## config.mk

```make
export PLATFORM = sky130hd
export DESIGN_NAME = dlsc_mt9v032_lockstep
export DESIGN_NICKNAME = d
export VERILOG_FILES = /design/src/rtl/dlsc_mt9v032_pkg.sv /design/src/rtl/dlsc_mt9v032_lockstep_fifo.sv /design/src/rtl/dlsc_mt9v032_lockstep.sv
export SDC_FILE = /design/constraint.sdc
export NUM_CORES = 1
export LEC_CHECK = 0
export ABC_AREA = 1
export BUFFER_PORTS_ARGS = -buffer_cell sky130_fd_sc_hd__buf_2
export CAP_MARGIN = 30
export CORE_AREA = 2 2 164 231
export DETAILED_ROUTE_END_ITERATION = 6
export DIE_AREA = 0 0 166 233
export GPL_ROUTABILITY_DRIVEN = 0
export PLACE_DENSITY = 0.71
export SLEW_MARGIN = 5
export SYNTH_ARGS = -nofsm -noshare
export SYNTH_HDL_FRONTEND = slang
export SYNTH_HIERARCHICAL = 1
export SYNTH_SLANG_ARGS = --single-unit
```

## constraint.sdc

```tcl
create_clock -name px_clk -period 3.3 [get_ports px_clk]
set_input_delay 0.495 -clock px_clk [delete_from_list [all_inputs] [get_ports px_clk]]
set_output_delay 0.495 -clock px_clk [all_outputs]
set_load 0.1 [all_outputs]
```

## src/rtl/dlsc_mt9v032_pkg.sv

```systemverilog
// Shared types and helpers for the MT9V032 multi-camera lock-stepper.
package dlsc_mt9v032_pkg;

  typedef enum logic [1:0] {
    ST_IDLE  = 2'd0,
    ST_ALIGN = 2'd1,
    ST_RUN   = 2'd2
  } state_t;

  // Width of a counter that must hold 0..n-1; never narrower than one bit.
  function automatic int cnt_w(input int n);
    return (n <= 2) ? 1 : $clog2(n);
  endfunction

endpackage

```

## src/rtl/dlsc_mt9v032_lockstep_fifo.sv

```systemverilog
// Per-channel skew FIFO: synchronous, show-ahead (head valid right after the
// push edge), with a synchronous flush that empties it in one cycle.
module dlsc_mt9v032_lockstep_fifo #(
  parameter int WIDTH = 11,
  parameter int ADDR  = 4
) (
  input  logic             i_clk,
  input  logic             i_rst,
  input  logic             i_flush,
  input  logic             i_push,
  input  logic [WIDTH-1:0] i_data,
  input  logic             i_pop,
  output logic [WIDTH-1:0] o_data,
  output logic             o_empty,
  output logic             o_full
);

  localparam logic [ADDR:0] DEPTH = (ADDR+1)'(2**ADDR);

  logic [WIDTH-1:0] r_mem [2**ADDR];
  logic [ADDR-1:0]  r_wr;
  logic [ADDR-1:0]  r_rd;
  logic [ADDR:0]    r_cnt;
  logic             w_wr;
  logic             w_rd;

  assign o_empty = (r_cnt == '0);
  assign o_full  = (r_cnt == DEPTH);
  assign w_wr    = i_push && !o_full && !i_flush;
  assign w_rd    = i_pop && !o_empty && !i_flush;
  assign o_data  = r_mem[r_rd];

  // Pointer and occupancy bookkeeping; flush discards everything stored.
  always_ff @(posedge i_clk) begin
    if (i_rst || i_flush) begin
      r_wr  <= '0;
      r_rd  <= '0;
      r_cnt <= '0;
    end else begin
      if (w_wr) r_wr <= r_wr + ADDR'(1);
      if (w_rd) r_rd <= r_rd + ADDR'(1);
      r_cnt <= r_cnt + (ADDR+1)'(w_wr) - (ADDR+1)'(w_rd);
    end
  end

  // Storage array; contents are don't-care while empty so it has no reset.
  always_ff @(posedge i_clk) begin
    if (w_wr) r_mem[r_wr] <= i_data;
  end

endmodule

```

## src/rtl/dlsc_mt9v032_lockstep.sv

```systemverilog
// Multi-camera pixel lock-stepper: buffers per-channel skew, aligns every
// channel on its first-pixel flag and emits one wide beat per pixel position.
// Optional first-flag sync checking is built when
// DLSC_MT9V032_LOCKSTEP_CHECK_EN is defined.
module dlsc_mt9v032_lockstep
  import dlsc_mt9v032_pkg::*;
#(
  parameter int CAMERAS   = 2,
  parameter int DATA      = 10,
  parameter int HDISP     = 752,
  parameter int VDISP     = 480,
  parameter int FIFO_ADDR = 4
) (
  input  logic                    px_clk,
  input  logic                    px_rst,
  input  logic                    enable,
  output logic [CAMERAS-1:0]      in_ready,
  input  logic [CAMERAS-1:0]      in_valid,
  input  logic [CAMERAS-1:0]      in_first,
  input  logic [CAMERAS*DATA-1:0] in_data,
  input  logic                    out_ready,
  output logic                    out_valid,
  output logic                    out_first,
  output logic                    out_last,
  output logic [CAMERAS*DATA-1:0] out_data,
  output logic [15:0]             frame_count,
  output logic [7:0]              err_count,
  output logic                    sync_err
);

  localparam int XW = cnt_w(HDISP);
  localparam int YW = cnt_w(VDISP);
  localparam logic [XW-1:0] X_LAST = XW'(HDISP-1);
  localparam logic [YW-1:0] Y_LAST = YW'(VDISP-1);

  state_t             r_state;
  logic [CAMERAS-1:0] r_aligned;
  logic [XW-1:0]      r_x;
  logic [YW-1:0]      r_y;
  logic [15:0]        r_frames;

  logic [CAMERAS-1:0] w_empty;
  logic [CAMERAS-1:0] w_full;
  logic [CAMERAS-1:0] w_head_first;
  logic [DATA-1:0]    w_head_data [CAMERAS];
  logic [CAMERAS-1:0] w_push;
  logic [CAMERAS-1:0] w_align_set;
  logic [CAMERAS-1:0] w_aligned_nxt;
  logic               w_flush;
  logic               w_xfer;
  logic               w_mism;
  logic               w_at_origin;
  logic               w_at_end;

  genvar g;
  for (g = 0; g < CAMERAS; g++) begin : g_ch
    dlsc_mt9v032_lockstep_fifo #(
      .WIDTH (DATA+1),
      .ADDR  (FIFO_ADDR)
    ) u_fifo (
      .i_clk   (px_clk),
      .i_rst   (px_rst),
      .i_flush (w_flush),
      .i_push  (w_push[g]),
      .i_data  ({in_first[g], in_data[g*DATA +: DATA]}),
      .i_pop   (w_xfer),
      .o_data  ({w_head_first[g], w_head_data[g]}),
      .o_empty (w_empty[g]),
      .o_full  (w_full[g])
    );
    assign out_data[g*DATA +: DATA] = out_valid ? w_head_data[g] : '0;
  end

  assign w_at_origin   = (r_x == '0) && (r_y == '0);
  assign w_at_end      = (r_x == X_LAST) && (r_y == Y_LAST);
  assign out_valid     = (r_state == ST_RUN) && !(|w_empty);
  assign out_first     = out_valid && w_at_origin;
  assign out_last      = out_valid && w_at_end;
  assign w_xfer        = out_valid && out_ready;
  assign w_aligned_nxt = r_aligned | w_align_set;
  assign w_flush       = (r_state == ST_IDLE) || !enable || w_mism;
  assign frame_count   = r_frames;
  assign sync_err      = w_mism && enable;

`ifdef DLSC_MT9V032_LOCKSTEP_CHECK_EN
  logic [7:0] r_errs;

  // Every head must carry a first flag exactly when the beat is pixel (0,0).
  assign w_mism    = w_xfer && (w_head_first != {CAMERAS{w_at_origin}});
  assign err_count = r_errs;

  // Saturating sync-error counter; a disable takes priority over an error.
  always_ff @(posedge px_clk) begin
    if (px_rst) r_errs <= '0;
    else if (sync_err && (r_errs != 8'hFF)) r_errs <= r_errs + 8'd1;
  end
`else
  logic w_unused_first;

  assign w_mism         = 1'b0;
  assign err_count      = '0;
  assign w_unused_first = ^w_head_first;
`endif

  // Per-channel accept and push: unaligned channels drop beats until in_first.
  always_comb begin
    in_ready    = '0;
    w_push      = '0;
    w_align_set = '0;
    for (int c = 0; c < CAMERAS; c++) begin
      if (r_state == ST_IDLE) begin
        in_ready[c] = 1'b1;
      end else if ((r_state == ST_ALIGN) && !r_aligned[c]) begin
        in_ready[c]    = 1'b1;
        w_align_set[c] = in_valid[c] && in_first[c];
        w_push[c]      = in_valid[c] && in_first[c];
      end else begin
        in_ready[c] = !w_full[c];
        w_push[c]   = in_valid[c] && !w_full[c];
      end
      if (px_rst) in_ready[c] = 1'b0;
    end
  end

  // Control state, alignment flags and pixel position / frame counters.
  always_ff @(posedge px_clk) begin
    if (px_rst) begin
      r_state   <= ST_IDLE;
      r_aligned <= '0;
      r_x       <= '0;
      r_y       <= '0;
      r_frames  <= '0;
    end else begin
      if (w_xfer) begin
        if (r_x == X_LAST) begin
          r_x <= '0;
          if (r_y == Y_LAST) begin
            r_y      <= '0;
            r_frames <= r_frames + 16'd1;
          end else begin
            r_y <= r_y + YW'(1);
          end
        end else begin
          r_x <= r_x + XW'(1);
        end
      end
      if (!enable) begin
        r_state   <= ST_IDLE;
        r_aligned <= '0;
      end else begin
        unique case (r_state)
          ST_IDLE: begin
            r_state   <= ST_ALIGN;
            r_aligned <= '0;
          end
          ST_ALIGN: begin
            r_aligned <= w_aligned_nxt;
            if (&w_aligned_nxt) begin
              r_state <= ST_RUN;
              r_x     <= '0;
              r_y     <= '0;
            end
          end
          default: begin
            if (w_mism) begin
              r_state   <= ST_ALIGN;
              r_aligned <= '0;
            end
          end
        endcase
      end
    end
  end

endmodule

```

Yosys cells after proc, flatten, opt, wreduce, memory -nomap -nowiden. Memory sizes are Yosys's and may differ from the RTL's. A register that Yosys moved wholly into a read port is not among the register bits. Index checks and enable logic that the tools add are counted.

Register bits: 65. Latch bits: 0. RAM bits: 352. Memory bits (read-only): 0. Input bits: 28. Output and inout port bits: 50. Logic and storage cells: 113. Memories: 2.

Add/sub/neg operators: 11. Multipliers: 0. Div/mod/pow operators: 0. Magnitude comparators: 0. Equality and inequality tests: 7. Shifts and indexed selects: 0. Mux-type cells: 38. Bitwise operators: 2. Reductions and logical operators: 42.

Memory list: g_ch[0].u_fifo.r_mem (words 16, width 11, read ports 1, clocked after Yosys merged registers in 1, write ports 1, line dlsc_mt9v032_lockstep_fifo.sv:20) `logic [WIDTH-1:0] r_mem [2**ADDR];`; g_ch[1].u_fifo.r_mem (words 16, width 11, read ports 1, clocked after Yosys merged registers in 1, write ports 1, line dlsc_mt9v032_lockstep_fifo.sv:20).

Operators with widths (count): 2-to-1 mux 10 bit (7); 2-to-1 mux 9 bit (6); logical AND 1 bit (20); 2-to-1 mux 1 bit (18); adder 16 x 1 -> 16 bit (second input constant) (1); adder 4 x 1 -> 4 bit (second input constant) (4); 2-to-1 mux 4 bit (4); adder 10 x 1 -> 10 bit (second input constant) (1); adder 5 x 1 -> 5 bit (2); == test 10 bit (second input constant) (1); == test 5 bit (second input constant) (2); logical NOT 10 bit (1); logical NOT 5 bit (2); subtractor 5 x 1 -> 5 bit (2); adder 9 x 1 -> 9 bit (second input constant) (1); == test 9 bit (second input constant) (1); logical NOT 1 bit (9); logical NOT 9 bit (1); one-hot mux 2 bit (2 select lines) (2); AND reduction 2 bit (2); OR reduction 2 bit (2); AND reduction 3 bit (1); == test 2 x 1 -> 1 bit (second input constant) (1); == test 2 bit (second input constant) (1); 7 further kinds (8).

Depth between registers and ports, before layout. Gate-level depths: netlist of run 1.

Word-level depth: 9. Depth in mapped cells: 20. Depth with buffers taken out: 19.

Cells and area by module. Netlist of run 1, hierarchy kept.

Modules (own cells, without submodules): dlsc_mt9v032_lockstep_fifo at g_ch[0].u_fifo (instances 1, cells an instance 851, area an instance 8486.9 um2, seq. area each 5625.4 um2); dlsc_mt9v032_lockstep_fifo at g_ch[1].u_fifo (instances 1, cells an instance 850, area an instance 8486.9 um2, seq. area each 5625.4 um2); dlsc_mt9v032_lockstep (instances 1, cells an instance 436, area an instance 2617.5 um2, seq. area each 780.7 um2).

Least setup slack after synthesis of run 1. OpenSTA, ideal clock, no wires.

Path type: register to output. Start point: reg g_ch[1].u_fifo.r_cnt[2]. End point: out out_first. Arrival time: 4.753 ns. Required time: 2.805 ns. Path slack: -1.948 ns. Cell stages (with the launch flop): 10. Path buffers: 0. Cell sequence: dfxtp_1 > inv_1 > ha_1 > nand3_1 > inv_1 > nor2_1 > nand2_1 > inv_1 > nand4_1 > nor4_1.

Cells in the longest elaborated chain, start to end: 5.

Ends and longest elaborated chain: start: declaration (line dlsc_mt9v032_lockstep_fifo.sv:23) `logic [ADDR:0] r_cnt;`; start signal: assignment (line dlsc_mt9v032_lockstep_fifo.sv:42) `r_cnt <= r_cnt + (ADDR+1)'(w_wr) - (ADDR+1)'(w_rd);`; logical NOT 5 bit (line dlsc_mt9v032_lockstep_fifo.sv:27) `assign o_empty = (r_cnt == '0);`; net w_empty[1] (line dlsc_mt9v032_lockstep.sv:42) `logic [CAMERAS-1:0] w_empty;`; OR reduction 2 bit (line dlsc_mt9v032_lockstep.sv:76) `assign out_valid = (r_state == ST_RUN) && !(|w_empty);`; logical NOT 1 bit (line dlsc_mt9v032_lockstep.sv:76); logical AND 1 bit (line dlsc_mt9v032_lockstep.sv:76); net out_valid (line dlsc_mt9v032_lockstep.sv:22) `output logic out_valid,`; logical AND 1 bit (line dlsc_mt9v032_lockstep.sv:77) `assign out_first = out_valid && w_at_origin;`; end: declaration (line dlsc_mt9v032_lockstep.sv:23) `output logic out_first,`.

The timed path passes the listed nets, and every way through them passes these cells.

==> results of run 1 <==
[final timing paths]
check	start	to	slack (ns)	depth (start not counted)
hold / removal	enable	r_aligned[0]	0.30	3
setup / recovery	flip-flop	out_data[17]	0.24	11
hold reg to reg	g_ch[0].u_fifo/r_rd[2]	g_ch[0].u_fifo/r_rd[2]	0.49	2
setup reg to reg	g_ch[1].u_fifo/r_cnt[2]	g_ch[1].u_fifo/r_cnt[4]	0.35	19
[placed cells by master, fill, tap and decap left out, drive strengths merged]
cell type,instances
o2111ai,1
o21bai,1
nor2,169
nand3b,7
buf,119
ha,27
xnor2,2
nand2,587
clkinv,16
nor3b,2
conb,9
xor2,9
bufinv,4
fa,2
nor3,3
and3,2
nor4,1
nand3,293
clkbuf,48
edfxtp,320
dfxtp,73
and2,1
a21oi,27
a31oi,4
o21ai,15
inv,368
clkinvlp,2
nand4,16
[power by group]
group / switching, mW / internal [mW] / leakage (nW)
Sequential: 0.00178 / 5.35 / 3.46
Clock: 1.86 / 2.57 / 0.637
Combinational: 0.157 / 0.0230 / 4.77
Total: 2.02 / 7.95 / 8.88
[per-stage QoR]
| step | cells | hold WS [ns] | power (mW) | worst slack (ns) | utilization, % |
|---|---|---|---|---|---|
| 2_1_floorplan | 2023 | 0.451 | 5.56 | 0.0499 | - |
| 3_3_place_gp | 2524 | 0.475 | 5.63 | 0.440 | 52.7 |
| 3_5_place_dp | 2524 | 0.489 | 5.64 | 0.366 | 52.7 |
| 4_1_cts | 2595 | 0.280 | 10.1 | 0.221 | 56.3 |
| 5_1_grt | 2595 | 0.300 | 10.3 | 0.0188 | 56.3 |
| 6_report | 2595 | 0.299 | 9.96 | 0.239 | 56.3 |
[metal layers]
| layer | up-vias | part of all wire [%] | track usage, % |
|---|---|---|---|
| li1 | 6549 | - | - |
| met1 | 6087 | 39 | 23.8 |
| met2 | 378 | 52 | 38.6 |
| met3 | 79 | 5.9 | 3.10 |
| met4 | 2 | 3.0 | 7.66 |
| met5 | - | 0.028 | 0 |
[layout make-up]
type	instances	area, um2	area share [%]
sequential	393	11100	54.0
multi-input combinational	1178	5360	26.1
inverter	367	1390	6.76
clock buffer	48	1030	5.02
timing repair buffer	119	818	3.99
tap	467	584	2.85
clock inverter	23	264	1.29
[sequential cells by signal, indices dropped and copies added, names as in the netlist, named ones only]
register	count
r_y	9
r_aligned	2
r_x	10
g_ch.u_fifo/r_cnt	10
g_ch.u_fifo/r_mem	320
r_state	2
frame_count	16
g_ch.u_fifo/r_wr	8
g_ch.u_fifo/r_rd	8
[critical path, delay by kind of cell, from the launching register on]
kind                   cells  cell delay (ns)
flip-flops                 1             0.37
AND/OR/NAND/NOR            6             0.61
buffers and inverters      5             1.02
==> results.py, run 1 <==
metrics = {
    "die": {
        "die_y_um": 233,
        "num_rows": 83,
        "core_region_area_um2": 36500,
        "die_x_um": 166,
        "ios": 78,
        "start_util_pct": 50.1,
        "dieArea_um2": 38700,
    },
    "placement": {
        "portBuffers": 68,
        "hpwl_um": 26300,
        "placed_area_um2": 19200,
    },
    "drt": {
        "antenna_left": 0,
        "via_count": 13100,
        "wl_per_cell_um": 15.3,
        "initialDrtViolationCount": 1060,
        "drc": 0,
        "wl_um": 39800,
        "avgViaCountPerCell": 5.05,
        "drtPass1Iterations": 6,
    },
    "clock_tree": {
        "clock_path_buffers": 3,
        "cts_hold_buffers": 0,
        "path_clk_slew_ns": 0.07,
        "cts.sinks": 393,
        "post-cts-setup-buffers": 0,
        "cts-root-buf": "clkbuf_16",
        "postCtsResizedCells": 0,
        "insertion_delay_ns": 0.54,
        "tritoncts": "done",
        "cts_buffers": 39,
        "h-tree-depth": 2,
    },
    "critical_path": {
        "slowest_stage": "buf_2",
        "crit_required_ns": 2.80,
        "crit_chain": "inv_4 -> buf_4 -> buf_4 -> nand2_1 -> nand3_1 -> nand3_1 -> nand3_1 -> nand2_1 -> inv_1 -> nor2_1 -> buf_2",
        "crit_fanout": 32,
        "cp-end-kind": "primary output",
        "max_stage_delay_ns": 0.43,
        "path_class": "flip-flop to primary output",
        "arrival_ns": 2.57,
        "start_kind": "flip-flop",
        "crit_top_cell": "nand3_1",
    },
    "final_layout": {
        "area_growth_pct": 12.3,
        "nNetsFinal": 2155,
        "drive_gt1_share_pct": 9.68,
        "design_area_um2": 20500,
        "num-fill-cells": 3152,
        "diodes": 0,
    },
    "sta": {
        "tightest_slew_ns": 0.737,
        "max_slew_margin_pct": 50.8,
        "skew_ns": 0.0145,
        "max_freq_mhz": 327,
        "rsz0062_at_grt": "false",
        "min_period_ns": 3.06,
        "setup_tns_ns": 0,
        "setup_viol": 0,
        "period_share_pct": 92.7,
        "slew_viol_final": 0,
        "hold_violations": 0,
    },
    "grt": {
        "grt_overflow": 0,
        "antenna_found_initial": 1,
        "grt_pass1_vias": 12700,
        "grt_usage_pct": 20.6,
        "grt_pass1_wl_um": 64100,
        "grt_max_degree": 81,
    },
    "logic_synthesis": {
        "synth_warnings": 6,
        "synth_area_um2": 18300,
        "syn_inst": 2015,
        "syn_area_per_cell_um2": 9.06,
    },
    "job": {
        "drv_cap": 0,
    },
    "hold_path": {
        "hold_path_class": "input pin to flip-flop",
    },
    "outcome": {
        "status": "completed",
    },
    "power_and_ir_drop": {
        "p_leak_nw": 8.88,
        "power_density_nw_per_um2": 486,
        "vdd_drop_max_v": 0.000484,
    },
}
(Power assumes the default switching activity.)
==> run 2: changes to the inputs <==
--- a/config.mk
+++ b/config.mk
@@ -9,6 +9,7 @@
 export BUFFER_PORTS_ARGS = -buffer_cell sky130_fd_sc_hd__buf_2
 export CAP_MARGIN = 30
 export CORE_AREA = 2 2 164 231
+export CTS_BUF_LIST = sky130_fd_sc_hd__clkbuf_16
 export DETAILED_ROUTE_END_ITERATION = 6
 export DIE_AREA = 0 0 166 233
 export GPL_ROUTABILITY_DRIVEN = 0
==> run 2 against run 1 <==
Power is 0.71% lower. Utilization fell by 0.055 points. Worst setup slack better by 0.0042 ns. First-iteration DRC count increased by 4.3%. Routed wire length about the same. Final cell count unchanged. Die area is the same. Sequential cell count is the same. Design area is essentially flat. Critical path type unchanged. Critical endpoint unchanged. Largest cell class unchanged. Highest routed layer unchanged.
==> results.py, run 2 (synthesis gave the netlist of run 1 again) <==
metrics = {
    "outcome": {
        "status": "completed",
    },
    "grt": {
        "grt_usage_pct": 20.6,
        "grt_pass1_vias": 12700,
        "grt_overflow": 0,
        "grt_max_degree": 81,
        "antenna_found_initial": 1,
        "grt_pass1_wl_um": 64100,
    },
    "hold_path": {
        "hold_path_class": "input pin to flip-flop",
    },
    "drt": {
        "avgViaCountPerCell": 5.03,
        "initialDrtViolationCount": 1106,
        "via_count": 13100,
        "drtPass1Iterations": 5,
        "wl_per_cell_um": 15.3,
        "drc": 0,
        "wl_um": 39800,
        "antenna_left": 0,
    },
    "power_and_ir_drop": {
        "power_density_nw_per_um2": 483,
        "power_mw": 9.89,
        "switching_power_mw": 2.02,
        "comb_power_share_pct": 1.8,
        "p_leak_nw": 8.89,
        "power_frac_seq_pct": 54.1,
        "clkPwrFrac_pct": 44.1,
        "vdd_drop_max_v": 0.000484,
        "power.internal_mw": 7.88,
        "switching_share_pct": 20.4,
    },
    "final_layout": {
        "layout.cells.most_common": "nand2_1",
        "num-fill-cells": 3155,
        "top_register": "g_ch.u_fifo/r_mem",
        "drive_gt1_share_pct": 9.59,
        "register_area_um2": 11100,
        "nNetsFinal": 2155,
        "layout_common_cells": "nand2_1 (585), inv_1 (366), edfxtp_1 (320)",
        "diodes": 0,
        "area_growth_pct": 12.2,
        "multiInputGateArea_um2": 5360,
        "largest_register_ffs": 320,
    },
    "die": {
        "start_util_pct": 50.1,
        "die_y_um": 233,
        "core_region_area_um2": 36500,
        "num_rows": 83,
        "ios": 78,
        "dieArea_um2": 38700,
        "die_x_um": 166,
    },
    "critical_path": {
        "cp-end-kind": "primary output",
        "path_class": "flip-flop to primary output",
        "crit_required_ns": 2.80,
        "crit_fanout": 32,
        "arrival_ns": 2.56,
        "start_kind": "flip-flop",
    },
    "sta": {
        "slew_viol_final": 0,
        "max_slew_margin_pct": 50.1,
        "min_period_ns": 3.06,
        "setup_viol": 0,
        "skew_ns": 0.0138,
        "period_share_pct": 92.6,
        "hold_violations": 0,
        "setup_tns_ns": 0,
        "tightest_slew_ns": 0.747,
        "rsz0062_at_grt": "false",
        "max_freq_mhz": 327,
    },
    "clock_tree": {
        "insertion_delay_ns": 0.54,
        "cts_buffers": 39,
        "postCtsResizedCells": 0,
        "h-tree-depth": 2,
        "cts_hold_buffers": 0,
        "post-cts-setup-buffers": 0,
        "tritoncts": "done",
        "cts-root-buf": "clkbuf_16",
        "path_clk_slew_ns": 0.07,
        "clock_path_buffers": 3,
        "cts.sinks": 393,
    },
    "job": {
        "drv_cap": 0,
    },
    "placement": {
        "portBuffers": 68,
        "hpwl_um": 26300,
    },
}
## run 2: cell types whose count changed in the layout (fill, tap and decap cells not counted)
| cell | change |
|---|---|
| clkbuf_8 | -2 |
| clkinv_1 | +2 |
| inv_1 | +7 |
| clkbuf_1 | -7 |
## run 2: through the flow
stage / cell area, um2 / instances / hold slack [ns] / setup WS (ns) / utilization [%]
floorplan: 18300 / 2023 / 0.451 / 0.0499 / -
global placement: 19200 / 2524 / 0.475 / 0.440 / 52.7
detailed placement: 19200 / 2524 / 0.489 / 0.366 / 52.7
CTS: 20500 / 2595 / 0.280 / 0.221 / 56.2
global route: 20500 / 2595 / 0.300 / 0.0188 / 56.2
finish: 20500 / 2595 / 0.298 / 0.244 / 56.2
## run 2: area by class of cell
class | instances | area share (%)
Sequential cell | 393 | 54.0
Multi-Input combinational cell | 1178 | 26.2
Inverter | 367 | 6.77
Clock inverter | 32 | 1.45
Timing Repair Buffer | 119 | 3.99
Clock buffer | 39 | 4.76
Tap cell | 467 | 2.85
## run 2: path summary, 6_finish.rpt
kind                                 from                 endpoint  slack, ns  cells past startpoint
setup reg to reg  g_ch[1].u_fifo/r_cnt[2]  g_ch[1].u_fifo/r_cnt[4]       0.36                     19
setup / recovery                flip-flop             out_data[17]       0.24                     11
hold reg to reg    g_ch[0].u_fifo/r_rd[2]   g_ch[0].u_fifo/r_rd[2]       0.50                      2
hold / removal                     enable             r_aligned[0]       0.30                      3
## run 2: layer usage
| layer | vias to the layer above | wire length [um] | track usage [%] | part of all wire [%] |
|---|---|---|---|---|
| li1 | 6548 | - | - | - |
| met1 | 6118 | 15800 | 23.9 | 40 |
| met2 | 311 | 20800 | 38.4 | 52 |
| met3 | 74 | 1980 | 3.10 | 5.0 |
| met4 | 2 | 1210 | 7.93 | 3.0 |
| met5 | - | 11 | 0 | 0.028 |
## run 2: critical path, stage by stage (launching register included)
cell and delay [ns]:
dfxtp_2 0.37, inv_4 0.14, buf_4 0.23, buf_4 0.18, nand2_1 0.06, nand3_1 0.08, nand3_1 0.12, nand3_1 0.13
nand2_1 0.11, inv_1 0.04, nor2_1 0.10, buf_2 0.43
## run 2: power groups by stage
stage / logic, mW / clock network [mW] / registers (mW)
floorplan: 0.0934 / 0 / 5.46
global placement: 0.174 / 0 / 5.46
detailed placement: 0.178 / 0 / 5.46
CTS: 0.179 / 4.45 / 5.35
global route: 0.193 / 4.67 / 5.35
finish: 0.180 / 4.36 / 5.35
==> run 3: changes to the inputs <==
--- a/config.mk
+++ b/config.mk
@@ -14,6 +14,7 @@
 export DIE_AREA = 0 0 166 233
 export GPL_ROUTABILITY_DRIVEN = 0
 export PLACE_DENSITY = 0.71
+export RECOVER_POWER = 50
 export SLEW_MARGIN = 5
 export SYNTH_ARGS = -nofsm -noshare
 export SYNTH_HDL_FRONTEND = slang
==> run 3 against run 2 <==
Clock power is essentially flat. Non-clock buffer count is the same. Sequential cell count is the same. Clock skew grew 0.0011 ns. Via count grew 0.34%. Die area is the same. Highest routed layer unchanged.
==> results.py, run 3 (synthesis gave the netlist of run 1 again) <==
metrics = {
    "outcome": {
        "status": "completed",
    },
    "drt": {
        "avgViaCountPerCell": 5.05,
        "drc": 0,
        "wl_per_cell_um": 15.3,
        "drtPass1Iterations": 6,
        "antenna_left": 0,
        "wl_um": 39800,
        "initialDrtViolationCount": 1049,
        "via_count": 13100,
    },
    "critical_path": {
        "crit_required_ns": 2.80,
        "cp-end-kind": "primary output",
        "crit_chain": "inv_1 -> ha_1 -> nand3_1 -> inv_1 -> nor2_2 -> nand2_1 -> buf_4 -> nor2_1 -> buf_2",
        "path_class": "flip-flop to primary output",
        "arrival_ns": 2.56,
        "max_stage_delay_ns": 0.43,
        "start_kind": "flip-flop",
        "crit_fanout": 21,
        "crit_top_cell": "inv_1",
        "slowest_stage": "buf_2",
    },
    "sta": {
        "slew_viol_final": 0,
        "max_slew_margin_pct": 22.0,
        "tightest_slew_ns": 1.17,
        "rsz0062_at_grt": "false",
        "hold_violations": 0,
        "setup_tns_ns": 0,
        "setup_viol": 0,
        "period_share_pct": 92.7,
        "max_freq_mhz": 327,
        "setup_ws_ns": 0.241,
        "skew_ns": 0.0150,
        "min_period_ns": 3.06,
    },
    "clock_tree": {
        "clock_path_buffers": 3,
        "post-cts-setup-buffers": 0,
        "insertion_delay_ns": 0.54,
        "postCtsResizedCells": 0,
        "tritoncts": "done",
        "path_clk_slew_ns": 0.06,
        "cts_hold_buffers": 0,
        "h-tree-depth": 2,
        "cts.sinks": 393,
        "cts_buffers": 39,
        "cts-root-buf": "clkbuf_16",
    },
    "grt": {
        "antenna_found_initial": 1,
        "grt_usage_pct": 20.6,
        "grt_max_degree": 81,
        "grt_overflow": 0,
        "grt_pass1_wl_um": 64100,
        "grt_pass1_vias": 12700,
    },
    "die": {
        "num_rows": 83,
        "die_x_um": 166,
        "die_y_um": 233,
        "ios": 78,
        "dieArea_um2": 38700,
        "start_util_pct": 50.1,
        "core_region_area_um2": 36500,
    },
    "job": {
        "drv_cap": 0,
    },
    "power_and_ir_drop": {
        "power_mw": 9.89,
        "vdd_drop_max_v": 0.000481,
        "p_leak_nw": 8.76,
        "power_density_nw_per_um2": 484,
    },
    "final_layout": {
        "drive_gt1_share_pct": 7.71,
        "layout.cells.most_common": "nand2_1",
        "fin_cells": 2595,
        "area_growth_pct": 11.9,
        "largest_register_ffs": 320,
        "nNetsFinal": 2155,
        "layout_common_cells": "nand2_1 (585), inv_1 (367), edfxtp_1 (320)",
        "diodes": 0,
        "top_register": "g_ch.u_fifo/r_mem",
    },
    "placement": {
        "hpwl_um": 26300,
        "portBuffers": 68,
        "place_inst": 2524,
        "place_ws_ns": 0.366,
    },
    "hold_path": {
        "hold_path_class": "input pin to flip-flop",
    },
}
[run 3: cell count changes in the layout (fill, tap and decap cells not counted), sizes merged]
cell    delta
clkbuf    +38
buf       -38
[run 3: cell type report]
| cell class | count | area (um2) |
|---|---|---|
| Inverter | 367 | 1390 |
| Timing Repair Buffer | 119 | 766 |
| Tap cell | 467 | 584 |
| Multi-Input combinational cell | 1178 | 5350 |
| Clock inverter | 32 | 298 |
| Sequential cell | 393 | 11100 |
| Clock buffer | 39 | 976 |
| Fill cell | 3188 | 16000 |
[run 3: routing by layer]
| metal | wire [um] | vias to the layer above | share of wire, % | GRT usage (%) |
|---|---|---|---|---|
| met5 | 11 | - | 0.028 | 0 |
| met4 | 1290 | 2 | 3.2 | 7.93 |
| met3 | 2070 | 90 | 5.2 | 3.10 |
| met2 | 20700 | 350 | 52 | 38.4 |
| met1 | 15700 | 6109 | 39 | 23.9 |
| li1 | - | 6547 | - | - |
[run 3: report_power, final]
part	internal [mW]	switching (mW)	leakage, nW
sequential	5.35	0.00182	3.46
clock	2.50	1.86	0.654
combinational	0.0191	0.157	4.64
total	7.88	2.02	8.76
[run 3: critical path, delay by kind of cell, from the launching register on]
family	cells	cell delay [ns]
buffers and inverters	4	0.81
and+or+nand+nor	4	0.65
DFF	1	0.33
adders and majority gates	1	0.21
[run 3: stage by stage]
stage | instance area (um2) | hold slack (ns) | utilization, %
finish | 20400 | 0.300 | 56.1
global route | 20400 | 0.300 | 56.1
CTS | 20500 | 0.280 | 56.2
detailed placement | 19200 | 0.489 | 52.7
global placement | 19200 | 0.475 | 52.7
floorplan | 18300 | 0.451 | -
[run 3: final timing paths]
path         cells past startpoint                    start                       to  slack, ns
max                              9  g_ch[1].u_fifo/r_cnt[2]             out_data[19]       0.24
min                              3                   enable             r_aligned[0]       0.30
max reg2reg                     19  g_ch[1].u_fifo/r_cnt[2]  g_ch[1].u_fifo/r_cnt[4]       0.37
min reg2reg                      2   g_ch[0].u_fifo/r_rd[2]   g_ch[0].u_fifo/r_rd[2]       0.50
